===== src/rtl/fpga_tx_control_mc_pkg.sv =====
// Shared types and constants for the multi-channel FIFO-A -> interface -> FIFO-B sequencer.
package fpga_tx_control_mc_pkg;

  typedef enum logic [3:0] {
    S_IDLE,
    S_FETCH,
    S_FETCH_WAIT,
    S_DECODE,
    S_TRIG_W,
    S_WAIT_W,
    S_TRIG_R,
    S_WAIT_R,
    S_CAPTURE,
    S_PUSH,
    S_BEAT_DONE,
    S_DFETCH,
    S_DFETCH_WAIT,
    S_DDECODE
  } state_t;

  localparam int unsigned SEL_W        = 4;
  localparam int unsigned ERR_CNT_W    = 16;
  localparam int unsigned RESP_ERR_BIT = 31;
  localparam int unsigned RESP_CH_LSB  = 24;

  // Saturating increment for the timeout error counter.
  function automatic logic [ERR_CNT_W-1:0] sat_inc(input logic [ERR_CNT_W-1:0] v);
    return (v == '1) ? v : v + 1'b1;
  endfunction

endpackage


===== src/rtl/fpga_tx_control_mc_sel_sync.sv =====
// Multi-stage synchroniser for the asynchronous channel-select WireIn.
module fpga_tx_control_mc_sel_sync #(
  parameter int unsigned STAGES = 3,
  parameter int unsigned WIDTH  = 4
) (
  input  logic             i_clk,
  input  logic             i_rst,
  input  logic [WIDTH-1:0] i_d,
  output logic [WIDTH-1:0] o_q
);

  logic [WIDTH-1:0] r_sync [STAGES];

  // Shift the select through the synchroniser chain.
  always_ff @(posedge i_clk) begin
    if (i_rst) begin
      for (int unsigned i = 0; i < STAGES; i++) r_sync[i] <= '0;
    end else begin
      r_sync[0] <= i_d;
      for (int unsigned i = 1; i < STAGES; i++) r_sync[i] <= r_sync[i-1];
    end
  end

  assign o_q = r_sync[STAGES-1];

endmodule


===== src/rtl/fpga_tx_control_mc.sv =====
// Burst-capable command sequencer: pops commands from FIFO A, drives one of
// N_ITF interface masters, returns read data / timeout status to FIFO B.
module fpga_tx_control_mc
  import fpga_tx_control_mc_pkg::*;
#(
  parameter int unsigned N_ITF       = 4,
  parameter int unsigned ADDR_W      = 8,
  parameter int unsigned DATA_W      = 8,
  parameter int unsigned BURST_W     = 8,
  parameter int unsigned TIMEOUT_CYC = 65535,
  parameter int unsigned SEL_SYNC    = 3
) (
  input  logic                      CLK,
  input  logic                      rst,
  input  logic [31:0]               FIFOA_OUT,
  output logic                      FIFOA_ren,
  input  logic                      FIFOA_empty,
  output logic [31:0]               FIFOB_IN,
  output logic                      FIFOB_wen,
  input  logic                      FIFOB_full,
  input  logic [SEL_W-1:0]          itf_sel,
  output logic [SEL_W-1:0]          itf_sel_sync,
  output logic [ADDR_W-1:0]         addr_byte,
  output logic [DATA_W-1:0]         data_byte,
  output logic [N_ITF-1:0]          WriteByteStart,
  output logic [N_ITF-1:0]          ReadByteStart,
  input  logic [N_ITF-1:0]          itf_w_finish,
  input  logic [N_ITF-1:0]          itf_rd_valid,
  input  logic [N_ITF*DATA_W-1:0]   itf_rd_data,
  output logic                      busy,
  output logic [ERR_CNT_W-1:0]      err_cnt
);

  localparam int unsigned F_ADDR = DATA_W;
  localparam int unsigned F_WR   = DATA_W + ADDR_W;
  localparam int unsigned F_INC  = F_WR + 1;
  localparam int unsigned F_LEN  = F_WR + 2;
  localparam int unsigned TCNT_W = $clog2(TIMEOUT_CYC + 1);
  localparam logic [TCNT_W-1:0] TLIM = TCNT_W'(TIMEOUT_CYC - 1);

  if (DATA_W + ADDR_W + 2 + BURST_W > 32 || DATA_W + ADDR_W + 5 > 32) begin : g_bad_fields
    $error("command/response fields do not fit in 32 bits");
  end
  if (N_ITF < 1 || N_ITF > 16 || SEL_SYNC < 2 || TIMEOUT_CYC < 1) begin : g_bad_params
    $error("illegal N_ITF, SEL_SYNC or TIMEOUT_CYC");
  end

  state_t               r_state, w_state_nxt;
  logic [SEL_W-1:0]     r_ch;
  logic [ADDR_W-1:0]    r_addr;
  logic [DATA_W-1:0]    r_data;
  logic [DATA_W-1:0]    r_rdata;
  logic                 r_wr, r_inc, r_err, r_abort;
  logic [BURST_W-1:0]   r_len, r_beat;
  logic [TCNT_W-1:0]    r_tcnt;
  logic [ERR_CNT_W-1:0] r_err_cnt;

  logic [N_ITF-1:0]     w_onehot;
  logic                 w_fin, w_vld, w_tout, w_bad_ch, w_last;
  logic [DATA_W-1:0]    w_rd;
  logic                 w_unused_fifoa;

  fpga_tx_control_mc_sel_sync #(.STAGES(SEL_SYNC), .WIDTH(SEL_W)) u_sel_sync (
    .i_clk (CLK),
    .i_rst (rst),
    .i_d   (itf_sel),
    .o_q   (itf_sel_sync)
  );

  assign w_onehot       = N_ITF'(1) << r_ch;
  assign w_fin          = |(itf_w_finish & w_onehot);
  assign w_vld          = |(itf_rd_valid & w_onehot);
  assign w_tout         = (r_tcnt >= TLIM);
  assign w_bad_ch       = ({1'b0, itf_sel_sync} >= 5'(N_ITF));
  assign w_last         = (r_beat == r_len);
  assign w_unused_fifoa = ^FIFOA_OUT;

  // Select the read data lane of the active channel.
  always_comb begin
    w_rd = '0;
    for (int unsigned k = 0; k < N_ITF; k++) begin
      if (r_ch == 4'(k)) w_rd = itf_rd_data[k*DATA_W +: DATA_W];
    end
  end

  // State register.
  always_ff @(posedge CLK) begin
    if (rst) r_state <= S_IDLE;
    else     r_state <= w_state_nxt;
  end

  // Next-state and strobe decode; finish/valid take priority over timeout expiry.
  always_comb begin
    w_state_nxt    = r_state;
    FIFOA_ren      = 1'b0;
    FIFOB_wen      = 1'b0;
    WriteByteStart = '0;
    ReadByteStart  = '0;
    case (r_state)
      S_IDLE:        if (!FIFOA_empty) w_state_nxt = S_FETCH;
      S_FETCH: begin
        FIFOA_ren   = 1'b1;
        w_state_nxt = S_FETCH_WAIT;
      end
      S_FETCH_WAIT:  w_state_nxt = S_DECODE;
      S_DECODE: begin
        if (w_bad_ch)              w_state_nxt = S_PUSH;
        else if (FIFOA_OUT[F_WR])  w_state_nxt = S_TRIG_W;
        else                       w_state_nxt = S_TRIG_R;
      end
      S_TRIG_W: begin
        WriteByteStart = w_onehot;
        w_state_nxt    = S_WAIT_W;
      end
      S_WAIT_W: begin
        if (w_fin)       w_state_nxt = S_BEAT_DONE;
        else if (w_tout) w_state_nxt = S_PUSH;
      end
      S_TRIG_R: begin
        ReadByteStart = w_onehot;
        w_state_nxt   = S_WAIT_R;
      end
      S_WAIT_R: begin
        if (w_vld)       w_state_nxt = S_CAPTURE;
        else if (w_tout) w_state_nxt = S_PUSH;
      end
      S_CAPTURE:     w_state_nxt = S_PUSH;
      S_PUSH: begin
        if (!FIFOB_full) begin
          FIFOB_wen   = 1'b1;
          w_state_nxt = S_BEAT_DONE;
        end
      end
      S_BEAT_DONE: begin
        if (w_last)             w_state_nxt = S_IDLE;
        else if (!r_wr)         w_state_nxt = r_abort ? S_IDLE : S_TRIG_R;
        else                    w_state_nxt = S_DFETCH;
      end
      S_DFETCH: begin
        if (!FIFOA_empty) begin
          FIFOA_ren   = 1'b1;
          w_state_nxt = S_DFETCH_WAIT;
        end
      end
      S_DFETCH_WAIT: w_state_nxt = S_DDECODE;
      // An aborted write burst loops through BEAT_DONE to drain every remaining data word.
      S_DDECODE:     w_state_nxt = r_abort ? S_BEAT_DONE : S_TRIG_W;
      default:       w_state_nxt = S_IDLE;
    endcase
  end

  // Command datapath, beat/address tracking, timeout counter and error count.
  // Read data is latched on the valid cycle so CAPTURE never depends on data being held.
  always_ff @(posedge CLK) begin
    if (rst) begin
      r_ch      <= '0;
      r_addr    <= '0;
      r_data    <= '0;
      r_rdata   <= '0;
      r_wr      <= 1'b0;
      r_inc     <= 1'b0;
      r_err     <= 1'b0;
      r_abort   <= 1'b0;
      r_len     <= '0;
      r_beat    <= '0;
      r_tcnt    <= '0;
      r_err_cnt <= '0;
    end else begin
      case (r_state)
        S_DECODE: begin
          r_ch    <= itf_sel_sync;
          r_data  <= FIFOA_OUT[DATA_W-1:0];
          r_addr  <= FIFOA_OUT[F_ADDR +: ADDR_W];
          r_wr    <= FIFOA_OUT[F_WR];
          r_inc   <= FIFOA_OUT[F_INC];
          r_len   <= FIFOA_OUT[F_LEN +: BURST_W];
          r_beat  <= '0;
          r_rdata <= '0;
          r_err   <= w_bad_ch;
          r_abort <= w_bad_ch;
          if (w_bad_ch) r_err_cnt <= sat_inc(r_err_cnt);
        end
        S_TRIG_W, S_TRIG_R: r_tcnt <= '0;
        S_WAIT_W, S_WAIT_R: begin
          if ((r_state == S_WAIT_W) ? w_fin : w_vld) begin
            if (r_state == S_WAIT_R) r_rdata <= w_rd;
          end else if (w_tout) begin
            r_err     <= 1'b1;
            r_abort   <= 1'b1;
            r_rdata   <= '0;
            r_err_cnt <= sat_inc(r_err_cnt);
          end else begin
            r_tcnt <= r_tcnt + 1'b1;
          end
        end
        S_BEAT_DONE: begin
          if (!r_wr && !r_abort && !w_last) begin
            r_beat <= r_beat + 1'b1;
            if (r_inc) r_addr <= r_addr + 1'b1;
          end
        end
        S_DDECODE: begin
          r_beat <= r_beat + 1'b1;
          if (!r_abort) begin
            r_data <= FIFOA_OUT[DATA_W-1:0];
            if (r_inc) r_addr <= r_addr + 1'b1;
          end
        end
        default: ;
      endcase
    end
  end

  // Response word assembly.
  always_comb begin
    FIFOB_IN                         = '0;
    FIFOB_IN[DATA_W-1:0]             = r_rdata;
    FIFOB_IN[DATA_W +: ADDR_W]       = r_addr;
    FIFOB_IN[RESP_CH_LSB +: SEL_W]   = r_ch;
    FIFOB_IN[RESP_ERR_BIT]           = r_err;
  end

  assign addr_byte = r_addr;
  assign data_byte = r_data;
  assign busy      = (r_state != S_IDLE);
  assign err_cnt   = r_err_cnt;

endmodule


===== config.mk =====
export PLATFORM = sky130hd
export DESIGN_NAME = fpga_tx_control_mc
export DESIGN_NICKNAME = d
export VERILOG_FILES = /design/src/rtl/fpga_tx_control_mc_pkg.sv /design/src/rtl/fpga_tx_control_mc_sel_sync.sv /design/src/rtl/fpga_tx_control_mc.sv
export SDC_FILE = /design/constraint.sdc
export NUM_CORES = 1
export LEC_CHECK = 0
export CORE_AREA = 2 2 124 126
export CTS_CLUSTER_DIAMETER = 50
export DETAILED_ROUTE_END_ITERATION = 8
export DIE_AREA = 0 0 126 128
export SYNTH_ARGS = -nofsm -noshare
export SYNTH_HDL_FRONTEND = slang
export SYNTH_SLANG_ARGS = --single-unit

===== constraint.sdc =====
create_clock -name CLK -period 2.5 [get_ports CLK]
set_input_delay 0.25 -clock CLK [delete_from_list [all_inputs] [get_ports CLK]]
set_output_delay 0.25 -clock CLK [all_outputs]
set_load 0.005 [all_outputs]

==> impl_metrics.yaml <==
floorplan:
  fp-row-count: 45
  die_y_um: 128
  start_util: 0.344
  design.die.area_mm2: 0.0161
  die_w_um: 126
  ios: 159
  coreArea_mm2: 0.0149
placed_design:
  placed_area_mm2: 0.00676
  placedCellCount: 934
  port_buffers: 141
  post-place-ws_ns: -0.0423
  place_hpwl_mm: 10.5
  gp_congestion: 0.860
critical_path:
  crit_family: "simple AND/OR/NAND/NOR gates"
  cp.depth: 7
  reg2reg_slack_ns: 0.17
  path_max_fanout: 10
  endpoint_kind: "flip-flop"
  path_class: "reg -> reg"
  path_cells: "or3b_4, o22ai_2, a22oi_2, buf_4, or4_4, nand2b_1, o21ai_1"
  required_ns: 2.78
  r2r_cells: 7
  crit_path_top_delay_cell: "or4_4"
  critPathMaxStageDelay_ns: 0.47
  worstReg2RegStart: "r_ch[1]"
  r2r_end: "r_rdata[4]"
  cp.arrival_ns: 2.61
  critPathBufInv: 1
  startpoint_type: "flip-flop"
layout:
  n_fill_cell: 1426
  final_cell_mix: "clkdlybuf4s50_1 (140), dfxtp_1 (94), nor2_1 (70), nand2_1 (70), a21oi_1 (46)"
  layout-drive-gt1-share: 0.119
  mostFrequentLayoutCell: "clkdlybuf4s50_1"
  fin_area_mm2: 0.00711
  regArea_mm2: 0.00190
  fin_cells: 950
  fin_util: 0.478
  num_antenna_cells: 0
  syn_to_final_growth_pct: 39.1
  layout.nets: 842
  multiInputGateArea_mm2: 0.00290
synthesis:
  synth_edf_count: 0
  syn_inst: 617
  syn_area_mm2: 0.00511
  ys_types: 65
  ys.flop_type: "dfxtp_1"
  synth.ff_latch_count: 95
  ys_warn_count: 0
  postSynth.asyncResetShare: 0
  syn_avg_cell_area_um2: 8.28
  seq_area_frac_synth: 0.372
power_and_ir_drop:
  comb_power_share: 0.133
  power_density_mw_per_mm2: 508
  irDropWorstVdd_v: 0.000365
  clkPwrFrac: 0.429
  switching_share: 0.238
  switching_power_uw: 861
  p_int_uw: 2750
  sequentialPowerShare: 0.438
  leakage_uw: 0.00257
job:
  maxCapViolCount: 0
timing:
  drv_slew: 0
  min_period_ns: 2.33
  tightest_slew_ns: 0.781
  rsz0062_at_grt: "no"
  fin_skew_ns: 0.00719
  post-route-period-util: 0.933
  slew_headroom: 0.479
  max_freq_mhz: 429
  whs_ns: 0.420
  fin_ws_ns: 0.168
  finalSetupViolations: 0
  hold_viol: 0
drt:
  route.detailed.drc: 0
  dr.first_iter.drc_count: 275
  drt-total-wl_mm: 14.1
  vias: 4745
  ant_nets: 0
  dr.pass1.iters: 4
  wire_per_inst_um: 14.9
  routed_via_density: 4.99
cts:
  holdBufCountCts: 0
  cts_tree: "yes"
  cts_sinks: 95
  ctsLongestPathBuffers: 2
  clkTransAtPathRegs_ns: 0.07
  cts_setup_buffers: 0
  ctsResizeCount: 1
  root_buffer: "clkbuf_16"
  h-tree-depth: 3
  cts_inserted_buffers: 9
  worstSkewPairLatency_ns: 0.35
worst_hold_path:
  hp-start: "rst"
  holdPathEnd: "addr_byte[1]"
  worstHoldPathType: "in -> reg"
  whs_path_depth: 3
run_status:
  status: "complete, no violations"
global_route:
  grt_use_total: 0.171
  grt_pass1_vias: 4477
  grt_pass1_wl_mm: 22.3
  grt.overflow.total: 0
  antenna_found_initial: 0
  grt_max_degree: 41
## state kept, by name, indices dropped and copies added (netlist names), 4 cells and up
signal and flops:
r_rdata 8, r_beat 8, err_cnt 16, r_ch 4, u_sel_sync.r_sync 12, r_tcnt 16
addr_byte 8, r_len 8, data_byte 8, r_state 4
## synthesized netlist by cell type, drive strengths merged, types with 8 or more instances
cell type,count,area share
buf,35,0.047
clkbuf,24,0.018
xnor2,21,0.036
nand4,16,0.020
nand3,30,0.029
nor4,8,0.011
nor2,70,0.051
nand2,70,0.051
nand2b,16,0.021
o21ai,24,0.024
mux4,8,0.035
dfxtp,95,0.37
mux2i,15,0.029
or3,9,0.011
inv,10,0.0073
a21oi,48,0.048
nor2b,17,0.021
nor3,11,0.012
## power groups by stage
| stage | clock network (µW) | logic (µW) | registers (µW) |
|---|---|---|---|
| final | 1550 | 479 | 1580 |
| after global routing | 1650 | 525 | 1590 |
| after CTS | 1590 | 482 | 1580 |
| after detailed placement | 0 | 478 | 1620 |
| after floorplan | 0 | 251 | 1600 |
| after global placement | 0 | 474 | 1610 |
## metrics by stage
| step | total power (µW) | TNS (ns) |
|---|---|---|
| global route | 3760 | 0 |
| finish | 3610 | 0 |
| CTS | 3650 | 0 |
| global placement | 2090 | 0 |
| detailed placement | 2090 | -0.246 |
| floorplan | 1850 | 0 |
## cells by family (layout without fill, tap and decap cells)
| family | Yosys count | in the layout | share of synthesized area |
|---|---|---|---|
| and+or+nand+nor | 280 | 280 | 0.281 |
| AOI/OAI and AO/OA | 113 | 113 | 0.143 |
| DFF | 95 | 95 | 0.372 |
| buffers and inverters | 69 | 204 | 0.0715 |
| xor gates and xnor gates | 28 | 28 | 0.0480 |
| muxes | 26 | 26 | 0.0713 |
| adders and majority gates | 5 | 5 | 0.0122 |
| other | 1 | 11 | 0.000734 |
## layer usage
metal  part of all wire  routed length, µm  global-route usage
met1               0.46               6520               0.227
met2               0.45               6380               0.272
met3              0.072               1020              0.0401
met4              0.014                191              0.0601
met5                  0                  0                   0
## cell type report
class                   count  area share
repair buffers            178       0.239
clock inverters             5      0.0121
multi-input cells         463       0.407
clock buffers              11      0.0356
inverters                  10     0.00528
flip-flops and latches     95       0.268
well taps                 188      0.0331
## how the worst max path moves through the flow
stage / end / startpoint
after floorplan: err_cnt[9] / r_ch[0]
after global placement: r_rdata[3] / r_ch[1]
after detailed placement: r_rdata[4] / r_ch[1]
after CTS: r_rdata[4] / r_ch[1]
after global routing: r_tcnt[8] / r_ch[0]
final: r_rdata[4] / r_ch[1]
## tightest hold or removal path, stage by stage
cell	delay, ns
buf_2	0.12
buf_4	0.23
nor2_1	0.12
No activity file was read; power rests on OpenSTA's default activity.
